$ cat src/rtl/block_pkg.sv
// Shared types and helpers for the block packer datapath.
package block_pkg;

  localparam int unsigned BLOCK_SIZE = 64;

  typedef logic [BLOCK_SIZE-1:0] block_t;

  typedef enum logic [0:0] {
    RUN   = 1'b0,
    FLUSH = 1'b1
  } pack_state_t;

  // Limit a lane count to the number of physical input lanes.
  function automatic logic [31:0] clamp_num(input logic [31:0] num, input logic [31:0] max_num);
    return (num > max_num) ? max_num : num;
  endfunction

endpackage

$ cat src/rtl/block_packer_if.sv
// Input and output beat streams of the block packer.
interface block_packer_if #(
  parameter int unsigned IN_BLOCKS  = 2,
  parameter int unsigned OUT_BLOCKS = 4
) ();
  import block_pkg::*;

  logic                             in_valid;
  logic                             in_ready;
  logic [IN_BLOCKS*BLOCK_SIZE-1:0]  in_data;
  logic [31:0]                      in_num;
  logic                             in_last;
  logic                             out_valid;
  logic                             out_ready;
  logic [OUT_BLOCKS*BLOCK_SIZE-1:0] out_data;
  logic [31:0]                      out_num;
  logic                             out_last;

  // Packer side: consumes input beats, produces output beats.
  modport slave (
    input  in_valid, in_data, in_num, in_last, out_ready,
    output in_ready, out_valid, out_data, out_num, out_last
  );

  // Environment side: produces input beats, consumes output beats.
  modport master (
    output in_valid, in_data, in_num, in_last, out_ready,
    input  in_ready, out_valid, out_data, out_num, out_last
  );

endinterface

$ cat src/rtl/block_merge_buf.sv
// Combinational insert-at-cnt of the accepted lanes into the residual buffer,
// followed by the split into an emitted beat and the shifted-down remainder.
module block_merge_buf
  import block_pkg::*;
#(
  parameter int unsigned IN_BLOCKS  = 2,
  parameter int unsigned OUT_BLOCKS = 4,
  parameter int unsigned BUF_BLOCKS = OUT_BLOCKS + IN_BLOCKS - 1,
  parameter int unsigned CNT_W      = $clog2(OUT_BLOCKS + IN_BLOCKS)
) (
  input  block_t [BUF_BLOCKS-1:0] buf_blk,
  input  logic   [CNT_W-1:0]      cnt,
  input  block_t [IN_BLOCKS-1:0]  in_blk,
  input  logic   [CNT_W-1:0]      in_n,
  input  logic                    ins,
  output block_t [BUF_BLOCKS-1:0] nxt_buf,
  output logic   [CNT_W-1:0]      nxt_cnt,
  output block_t [OUT_BLOCKS-1:0] emit_data,
  output logic   [CNT_W-1:0]      emit_num,
  output logic                    full
);

  block_t [BUF_BLOCKS-1:0]            merged_s;
  block_t [BUF_BLOCKS+OUT_BLOCKS-1:0] ext_s;
  logic   [CNT_W-1:0]                 add_s;
  logic   [CNT_W-1:0]                 tot_s;

  assign add_s = ins ? in_n : {CNT_W{1'b0}};
  assign tot_s = cnt + add_s;
  assign full  = (tot_s >= CNT_W'(OUT_BLOCKS));

  // Drop the accepted lanes into the residual directly after its newest block.
  always_comb begin
    merged_s = buf_blk;
    for (int k = 0; k < BUF_BLOCKS; k++) begin
      for (int i = 0; i < IN_BLOCKS; i++) begin
        merged_s[k] = ((CNT_W'(i) < add_s) && (CNT_W'(k) == cnt + CNT_W'(i))) ? in_blk[i] : merged_s[k];
      end
    end
  end

  // Zero padding above the buffer so the shift-down never reads past its end.
  assign ext_s = {{(OUT_BLOCKS*BLOCK_SIZE){1'b0}}, merged_s};

  // Split into the beat to emit (unused lanes zeroed) and the residual left behind.
  always_comb begin
    emit_num = full ? CNT_W'(OUT_BLOCKS) : tot_s;
    nxt_cnt  = full ? (tot_s - CNT_W'(OUT_BLOCKS)) : tot_s;
    for (int j = 0; j < OUT_BLOCKS; j++) begin
      emit_data[j] = (CNT_W'(j) < emit_num) ? merged_s[j] : {BLOCK_SIZE{1'b0}};
    end
    for (int k = 0; k < BUF_BLOCKS; k++) begin
      nxt_buf[k] = full ? ext_s[k+OUT_BLOCKS] : merged_s[k];
    end
  end

endmodule

$ cat src/rtl/block_packer.sv
// Repacks sparse input beats of up to IN_BLOCKS blocks into full OUT_BLOCKS-wide
// output beats, carrying leftovers across beats and flushing them on in_last.
module block_packer
  import block_pkg::*;
#(
  parameter int unsigned IN_BLOCKS  = 2,
  parameter int unsigned OUT_BLOCKS = 4
) (
  input logic           clk,
  input logic           rst,
  block_packer_if.slave bus
);

  localparam int unsigned BUF_BLOCKS = OUT_BLOCKS + IN_BLOCKS - 1;
  localparam int unsigned CNT_W      = $clog2(OUT_BLOCKS + IN_BLOCKS);

  generate
    if ((OUT_BLOCKS < IN_BLOCKS) || (IN_BLOCKS < 32'd1)) begin : g_param_check
      $error("block_packer: OUT_BLOCKS must be >= IN_BLOCKS and IN_BLOCKS >= 1");
    end
  endgenerate

  pack_state_t             state_r;
  pack_state_t             state_nxt_s;
  block_t [BUF_BLOCKS-1:0] buf_r;
  block_t [BUF_BLOCKS-1:0] buf_nxt_s;
  block_t [BUF_BLOCKS-1:0] mrg_buf_s;
  logic   [CNT_W-1:0]      cnt_r;
  logic   [CNT_W-1:0]      cnt_nxt_s;
  logic   [CNT_W-1:0]      mrg_cnt_s;
  logic   [CNT_W-1:0]      n_s;
  logic   [CNT_W-1:0]      emit_num_s;
  block_t [OUT_BLOCKS-1:0] emit_data_s;
  block_t [OUT_BLOCKS-1:0] out_data_r;
  block_t [OUT_BLOCKS-1:0] out_data_nxt_s;
  logic   [CNT_W-1:0]      out_num_r;
  logic   [CNT_W-1:0]      out_num_nxt_s;
  logic                    out_valid_r;
  logic                    out_valid_nxt_s;
  logic                    out_last_r;
  logic                    out_last_nxt_s;
  logic                    slot_free_s;
  logic                    in_ready_s;
  logic                    accept_s;
  logic                    full_s;
  block_t [IN_BLOCKS-1:0]  in_blk_s;

  assign in_blk_s    = bus.in_data;
  assign n_s         = CNT_W'(clamp_num(bus.in_num, 32'(IN_BLOCKS)));
  assign slot_free_s = ~out_valid_r | bus.out_ready;
  assign in_ready_s  = slot_free_s & (state_r == RUN);
  assign accept_s    = bus.in_valid & in_ready_s;

  block_merge_buf #(
    .IN_BLOCKS (IN_BLOCKS),
    .OUT_BLOCKS(OUT_BLOCKS),
    .BUF_BLOCKS(BUF_BLOCKS),
    .CNT_W     (CNT_W)
  ) u_merge (
    .buf_blk  (buf_r),
    .cnt      (cnt_r),
    .in_blk   (in_blk_s),
    .in_n     (n_s),
    .ins      (accept_s),
    .nxt_buf  (mrg_buf_s),
    .nxt_cnt  (mrg_cnt_s),
    .emit_data(emit_data_s),
    .emit_num (emit_num_s),
    .full     (full_s)
  );

  // Next-state and output-register load decisions; holds everything by default.
  always_comb begin
    state_nxt_s     = state_r;
    buf_nxt_s       = buf_r;
    cnt_nxt_s       = cnt_r;
    out_valid_nxt_s = out_valid_r;
    out_data_nxt_s  = out_data_r;
    out_num_nxt_s   = out_num_r;
    out_last_nxt_s  = out_last_r;
    case (state_r)
      RUN: begin
        if (accept_s) begin
          if (full_s) begin
            out_valid_nxt_s = 1'b1;
            out_data_nxt_s  = emit_data_s;
            out_num_nxt_s   = emit_num_s;
            out_last_nxt_s  = bus.in_last & (mrg_cnt_s == {CNT_W{1'b0}});
            buf_nxt_s       = mrg_buf_s;
            cnt_nxt_s       = mrg_cnt_s;
            if (bus.in_last && (mrg_cnt_s != {CNT_W{1'b0}})) begin
              state_nxt_s = FLUSH;
            end else begin
              state_nxt_s = RUN;
            end
          end else if (bus.in_last) begin
            // Short final beat: everything buffered goes out now, possibly empty.
            out_valid_nxt_s = 1'b1;
            out_data_nxt_s  = emit_data_s;
            out_num_nxt_s   = emit_num_s;
            out_last_nxt_s  = 1'b1;
            buf_nxt_s       = {(BUF_BLOCKS*BLOCK_SIZE){1'b0}};
            cnt_nxt_s       = {CNT_W{1'b0}};
          end else begin
            // Not enough blocks yet; the previous beat (if any) was taken this cycle.
            out_valid_nxt_s = 1'b0;
            buf_nxt_s       = mrg_buf_s;
            cnt_nxt_s       = mrg_cnt_s;
          end
        end else if (slot_free_s) begin
          out_valid_nxt_s = 1'b0;
        end else begin
          out_valid_nxt_s = out_valid_r;
        end
      end
      FLUSH: begin
        if (slot_free_s) begin
          out_valid_nxt_s = 1'b1;
          out_data_nxt_s  = emit_data_s;
          out_num_nxt_s   = emit_num_s;
          out_last_nxt_s  = 1'b1;
          buf_nxt_s       = {(BUF_BLOCKS*BLOCK_SIZE){1'b0}};
          cnt_nxt_s       = {CNT_W{1'b0}};
          state_nxt_s     = RUN;
        end else begin
          state_nxt_s     = FLUSH;
        end
      end
      default: begin
        state_nxt_s     = RUN;
        buf_nxt_s       = {(BUF_BLOCKS*BLOCK_SIZE){1'b0}};
        cnt_nxt_s       = {CNT_W{1'b0}};
        out_valid_nxt_s = 1'b0;
        out_data_nxt_s  = {(OUT_BLOCKS*BLOCK_SIZE){1'b0}};
        out_num_nxt_s   = {CNT_W{1'b0}};
        out_last_nxt_s  = 1'b0;
      end
    endcase
  end

  // State, residual buffer and output register, with synchronous reset.
  always_ff @(posedge clk) begin
    if (rst) begin
      state_r     <= RUN;
      buf_r       <= {(BUF_BLOCKS*BLOCK_SIZE){1'b0}};
      cnt_r       <= {CNT_W{1'b0}};
      out_valid_r <= 1'b0;
      out_data_r  <= {(OUT_BLOCKS*BLOCK_SIZE){1'b0}};
      out_num_r   <= {CNT_W{1'b0}};
      out_last_r  <= 1'b0;
    end else begin
      state_r     <= state_nxt_s;
      buf_r       <= buf_nxt_s;
      cnt_r       <= cnt_nxt_s;
      out_valid_r <= out_valid_nxt_s;
      out_data_r  <= out_data_nxt_s;
      out_num_r   <= out_num_nxt_s;
      out_last_r  <= out_last_nxt_s;
    end
  end

  assign bus.in_ready  = in_ready_s;
  assign bus.out_valid = out_valid_r;
  assign bus.out_data  = out_data_r;
  assign bus.out_num   = {{(32-CNT_W){1'b0}}, out_num_r};
  assign bus.out_last  = out_last_r;

endmodule

$ cat src/flat_wrapper.sv
// flat-port wrapper written by rule: the top's interface ports become plain ports
module block_packer_flat import block_pkg::*;
#(
  parameter int unsigned IN_BLOCKS  = 2,
  parameter int unsigned OUT_BLOCKS = 4
)
  (clk, rst, bus_in_valid, bus_in_data, bus_in_num, bus_in_last, bus_out_ready, bus_in_ready, bus_out_valid, bus_out_data, bus_out_num, bus_out_last);
  block_packer_if #(.IN_BLOCKS(IN_BLOCKS), .OUT_BLOCKS(OUT_BLOCKS)) bus_i ();
  input logic clk;
  input logic rst;
  input wire logic [$bits(bus_i.in_valid)-1:0] bus_in_valid;
  input wire logic [$bits(bus_i.in_data)-1:0] bus_in_data;
  input wire logic [$bits(bus_i.in_num)-1:0] bus_in_num;
  input wire logic [$bits(bus_i.in_last)-1:0] bus_in_last;
  input wire logic [$bits(bus_i.out_ready)-1:0] bus_out_ready;
  output wire logic [$bits(bus_i.in_ready)-1:0] bus_in_ready;
  output wire logic [$bits(bus_i.out_valid)-1:0] bus_out_valid;
  output wire logic [$bits(bus_i.out_data)-1:0] bus_out_data;
  output wire logic [$bits(bus_i.out_num)-1:0] bus_out_num;
  output wire logic [$bits(bus_i.out_last)-1:0] bus_out_last;
  assign bus_i.in_valid = bus_in_valid;
  assign bus_i.in_data = bus_in_data;
  assign bus_i.in_num = bus_in_num;
  assign bus_i.in_last = bus_in_last;
  assign bus_i.out_ready = bus_out_ready;
  assign bus_in_ready = bus_i.in_ready;
  assign bus_out_valid = bus_i.out_valid;
  assign bus_out_data = bus_i.out_data;
  assign bus_out_num = bus_i.out_num;
  assign bus_out_last = bus_i.out_last;
  block_packer #(.IN_BLOCKS(IN_BLOCKS), .OUT_BLOCKS(OUT_BLOCKS)) u_core (.clk(clk), .rst(rst), .bus(bus_i));
endmodule
$ cat config.mk
export PLATFORM = sky130hd
export DESIGN_NAME = block_packer_flat
export DESIGN_NICKNAME = d
export VERILOG_FILES = /design/src/rtl/block_pkg.sv /design/src/rtl/block_packer_if.sv /design/src/rtl/block_merge_buf.sv /design/src/rtl/block_packer.sv /design/src/flat_wrapper.sv
export SDC_FILE = /design/constraint.sdc
export NUM_CORES = 2
export LEC_CHECK = 0
export ABC_CLOCK_PERIOD_IN_PS = 12900
export CORE_MARGIN = 2
export CORE_UTILIZATION = 30
export DETAILED_ROUTE_END_ITERATION = 7
export GPL_TIMING_DRIVEN = 0
export HOLD_SLACK_MARGIN = 0.05
export PLACE_DENSITY = 0.46
export SLEW_MARGIN = 15
export SYNTH_ARGS = -nofsm -noshare
export SYNTH_HDL_FRONTEND = slang
export SYNTH_HIERARCHICAL = 1
export SYNTH_SLANG_ARGS = --single-unit
$ cat constraint.sdc
create_clock -name clk -period 12.9 [get_ports clk]
set_input_delay 1.935 -clock clk [delete_from_list [all_inputs] [get_ports clk]]
set_output_delay 1.935 -clock clk [all_outputs]
set_load 0.05 [all_outputs]
==> flow_metrics.tcl <==
set metrics [dict create \
    cp_top_family "buffers and inverters" \
    clkSinkCount 585 \
    slew_headroom 0.1626 \
    port_buffers 425 \
    crit_start "bus_out_ready" \
    multi_input_area_um2 20940 \
    clock_latency_ns 0.66 \
    leakagePower_uw 0.01421 \
    slew_viol_final 0 \
    slowest_delay_ns 0.70 \
    cpMostUsedCell "buf_2" \
    cellPowerDensity_nw_per_um2 132.2 \
    cts-resized-gates 0 \
    startpoint_type "primary input" \
    syn_to_final_growth_pct 26.20 \
    ioPinCount 456 \
    core_area_um2 116200 \
    track_usage 0.2939 \
    regArea_um2 11710 \
    drt_iter0_drc 4516 \
    cp_num_cells 20 \
    antenna_found_initial 10 \
    cp.arrival_ns 8.65 \
    status "finished, final reports clean" \
    layout_common_cells "dfxtp_1 (585), nand2b_1 (521), o21ai_0 (449)" \
    r2r-end "u_core/buf_r[248]" \
    finClkSkew_ns 0.01716 \
    yosysWarnings 6 \
    dp.cells 6487 \
    setup_tns_ns 0 \
    cts_tree "built" \
    crit_chain "clkdlybuf4s50_1, nand2b_1, buf_2, clkbuf_1, and2_1, buf_2, and2_1, ha_1, fa_1, xor2_2, xor2_2, inv_2, clkbuf_2, clkbuf_1, nand2b_1, buf_4, buf_2, buf_2, nand4_1, a21oi_1" \
    setup_violations 0 \
    path_class "in2reg" \
    h-tree-depth 3 \
    period_needed_ns 8.061 \
    synth_top_flop_cell "dfxtp_1" \
    synth_edf_count 0 \
    initial_core_util 0.3027 \
    wirelength_um 184300 \
    gp_congestion 0.8988 \
    die_y_um 346.4 \
    ant_nets 0 \
    crit_path_end_kind "register" \
    cts_buffers 75 \
    clk_pin_slew_ns 0.07 \
    max_freq_mhz 124.1 \
    dp_hpwl_um 135200 \
    holdWs_ns 0.4697 \
    drive_gt1_frac 0.07078 \
    maxCapViolations 0 \
    endpoint "u_core/buf_r[248]" \
    final_cells 6630 \
    fillCellCount 12220 \
    synth_seq_cells 585 \
    vias 38590 \
    grt_start_max_net_pins 14 \
    grt_overflow 0 \
    synth.cell_area_um2 35170 \
    synth_cells 4499 \
    hold_viol_final 0 \
    critPathMaxFanout 13 \
    dr.pass1.iters 6 \
    cp.required_ns 13.49 \
    clockRootBuffer "clkbuf_16" \
    ctsHoldBuffers 0 \
    rr_startpoint "u_core/state_r" \
    final_common_cell "dfxtp_1" \
    r2r_cells 19 \
    worst_pin_slew_ns 1.256 \
    grt_first_pass_wirelength_um 262600 \
    post-route-period-util 0.6249 \
    utilization 0.3820 \
    rows 125 \
    rsz0062_at_grt "false" \
    r2r_slack_ns 6.47 \
    cts_setup_buffers 0 \
    layout.nets 5209 \
    async_flop_share 0 \
    cts_buffer_depth 3 \
    routedWlPerCell_um 27.80 \
    seq_area_frac_synth 0.3330 \
    crit_buf_inv 10 \
    power_uw 5870 \
    drcViolationCount 0 \
    synth.distinct_cells 48 \
    ir_drop_uv 94.59 \
    die_area_um2 120000 \
    syn_area_per_cell_um2 7.818 \
    min_path_type "reg2reg" \
    cp_slowest_cell "clkbuf_1" \
    grt_pass1_vias 36440 \
    die_w_um 346.4 \
    vias_per_cell 5.820 \
]
==> final cells by class <==
type / count / area share
multi-input combinational: 3378 / 0.4718
sequential: 585 / 0.2638
clock inverter: 31 / 0.008795
buffer: 559 / 0.05973
clock buffer: 106 / 0.05116
tap: 1524 / 0.04296
inverter: 6 / 0.0005074
timing repair buffer: 435 / 0.1009
antenna: 6 / 0.0003383
==> synth_stat cells, types with 2 or more instances <==
| cell type | n | area, µm² |
|---|---|---|
| or3_1 | 2 | 12.51 |
| nand4_1 | 326 | 2039 |
| buf_6 | 23 | 259.0 |
| and3_1 | 192 | 1201 |
| ha_1 | 3 | 37.54 |
| a21oi_2 | 2 | 17.52 |
| o21ai_0 | 449 | 2247 |
| o31a_1 | 2 | 17.52 |
| buf_4 | 57 | 427.9 |
| nor3_1 | 193 | 965.9 |
| inv_1 | 5 | 18.77 |
| mux2i_1 | 387 | 3874 |
| xor2_2 | 2 | 32.53 |
| dfxtp_1 | 585 | 11710 |
| nand2_1 | 133 | 499.2 |
| buf_1 | 13 | 48.80 |
| nand2b_1 | 521 | 3259 |
| a211oi_1 | 385 | 2890 |
| nor4b_1 | 2 | 17.52 |
| o32ai_1 | 64 | 560.5 |
| o211a_1 | 2 | 20.02 |
| buf_2 | 119 | 595.6 |
| nor2_1 | 323 | 1212 |
| a21oi_1 | 325 | 1627 |
| nor4_1 | 7 | 43.79 |
| nor2b_1 | 2 | 12.51 |
| clkbuf_1 | 347 | 1303 |
| and2_1 | 6 | 37.54 |
| o21ai_1 | 3 | 15.01 |
==> through the flow <==
stage	cell area, µm²	setup WS (ns)
after floorplan	35280	7.310
after global placement	41440	3.906
after detailed placement	41710	4.400
after CTS	44370	5.077
after global routing	44380	4.760
final	44390	4.839
==> cell families (layout without fill, tap and decap cells) <==
family                   Yosys count  count (layout)  share of synthesized area
buffers and inverters            565            1137                    0.07552
adder cells (fa/ha/maj)            4               4                   0.001637
XOR/XNOR                           3               3                   0.001174
multiplexers                     387             387                     0.1101
AND/OR/NAND/NOR                 1717            1717                     0.2668
other                              1              36                  0.0001066
AO/OA/AOI/OAI                   1237            1237                     0.2117
flip-flops                       585             585                     0.3330
==> tightest hold or removal path, cell delays in order (launching register included) <==
cell	delay (ns)
dfxtp_1	0.31
nand2b_1	0.06
mux2i_1	0.05
==> routing by layer <==
| layer | track usage | share of wire | vias up |
|---|---|---|---|
| met5 | 0 | 0.00016 | - |
| met4 | 0.1354 | 0.047 | 6 |
| met3 | 0.05710 | 0.082 | 401 |
| met2 | 0.4549 | 0.44 | 1981 |
| met1 | 0.3929 | 0.43 | 18720 |
| li1 | - | - | 17480 |
==> sequential cells by signal, indices dropped and copies added, names as in the netlist <==
| signal | cells |
|---|---|
| u_core/out_num_r | 3 |
| u_core/state_r | 1 |
| u_core/bus.out_valid | 1 |
| u_core/bus.out_data | 256 |
| u_core/buf_r | 320 |
| u_core/bus.out_last | 1 |
| u_core/cnt_r | 3 |
==> worst min path at each step <==
stage	from	endpoint	slack (ns)	cells past startpoint
global placement	u_core/bus.out_last	u_core/bus.out_last	0.46	1
finish	u_core/bus.out_data[211]	u_core/bus.out_data[211]	0.47	2
global route	u_core/bus.out_data[130]	u_core/bus.out_data[130]	0.49	2
CTS	u_core/buf_r[156]	u_core/buf_r[156]	0.47	2
floorplan	u_core/buf_r[100]	u_core/buf_r[100]	0.45	2
detailed placement	u_core/bus.out_last	u_core/bus.out_last	0.46	1
==> where the power goes <==
group	leakage, µW	switching, µW	total, µW	internal [µW]
sequential	0.00472	35.7	1910	1870
clock	0.00132	917	2320	1400
combinational	0.00817	1170	1640	475
No activity file was read; power rests on OpenSTA's default activity.
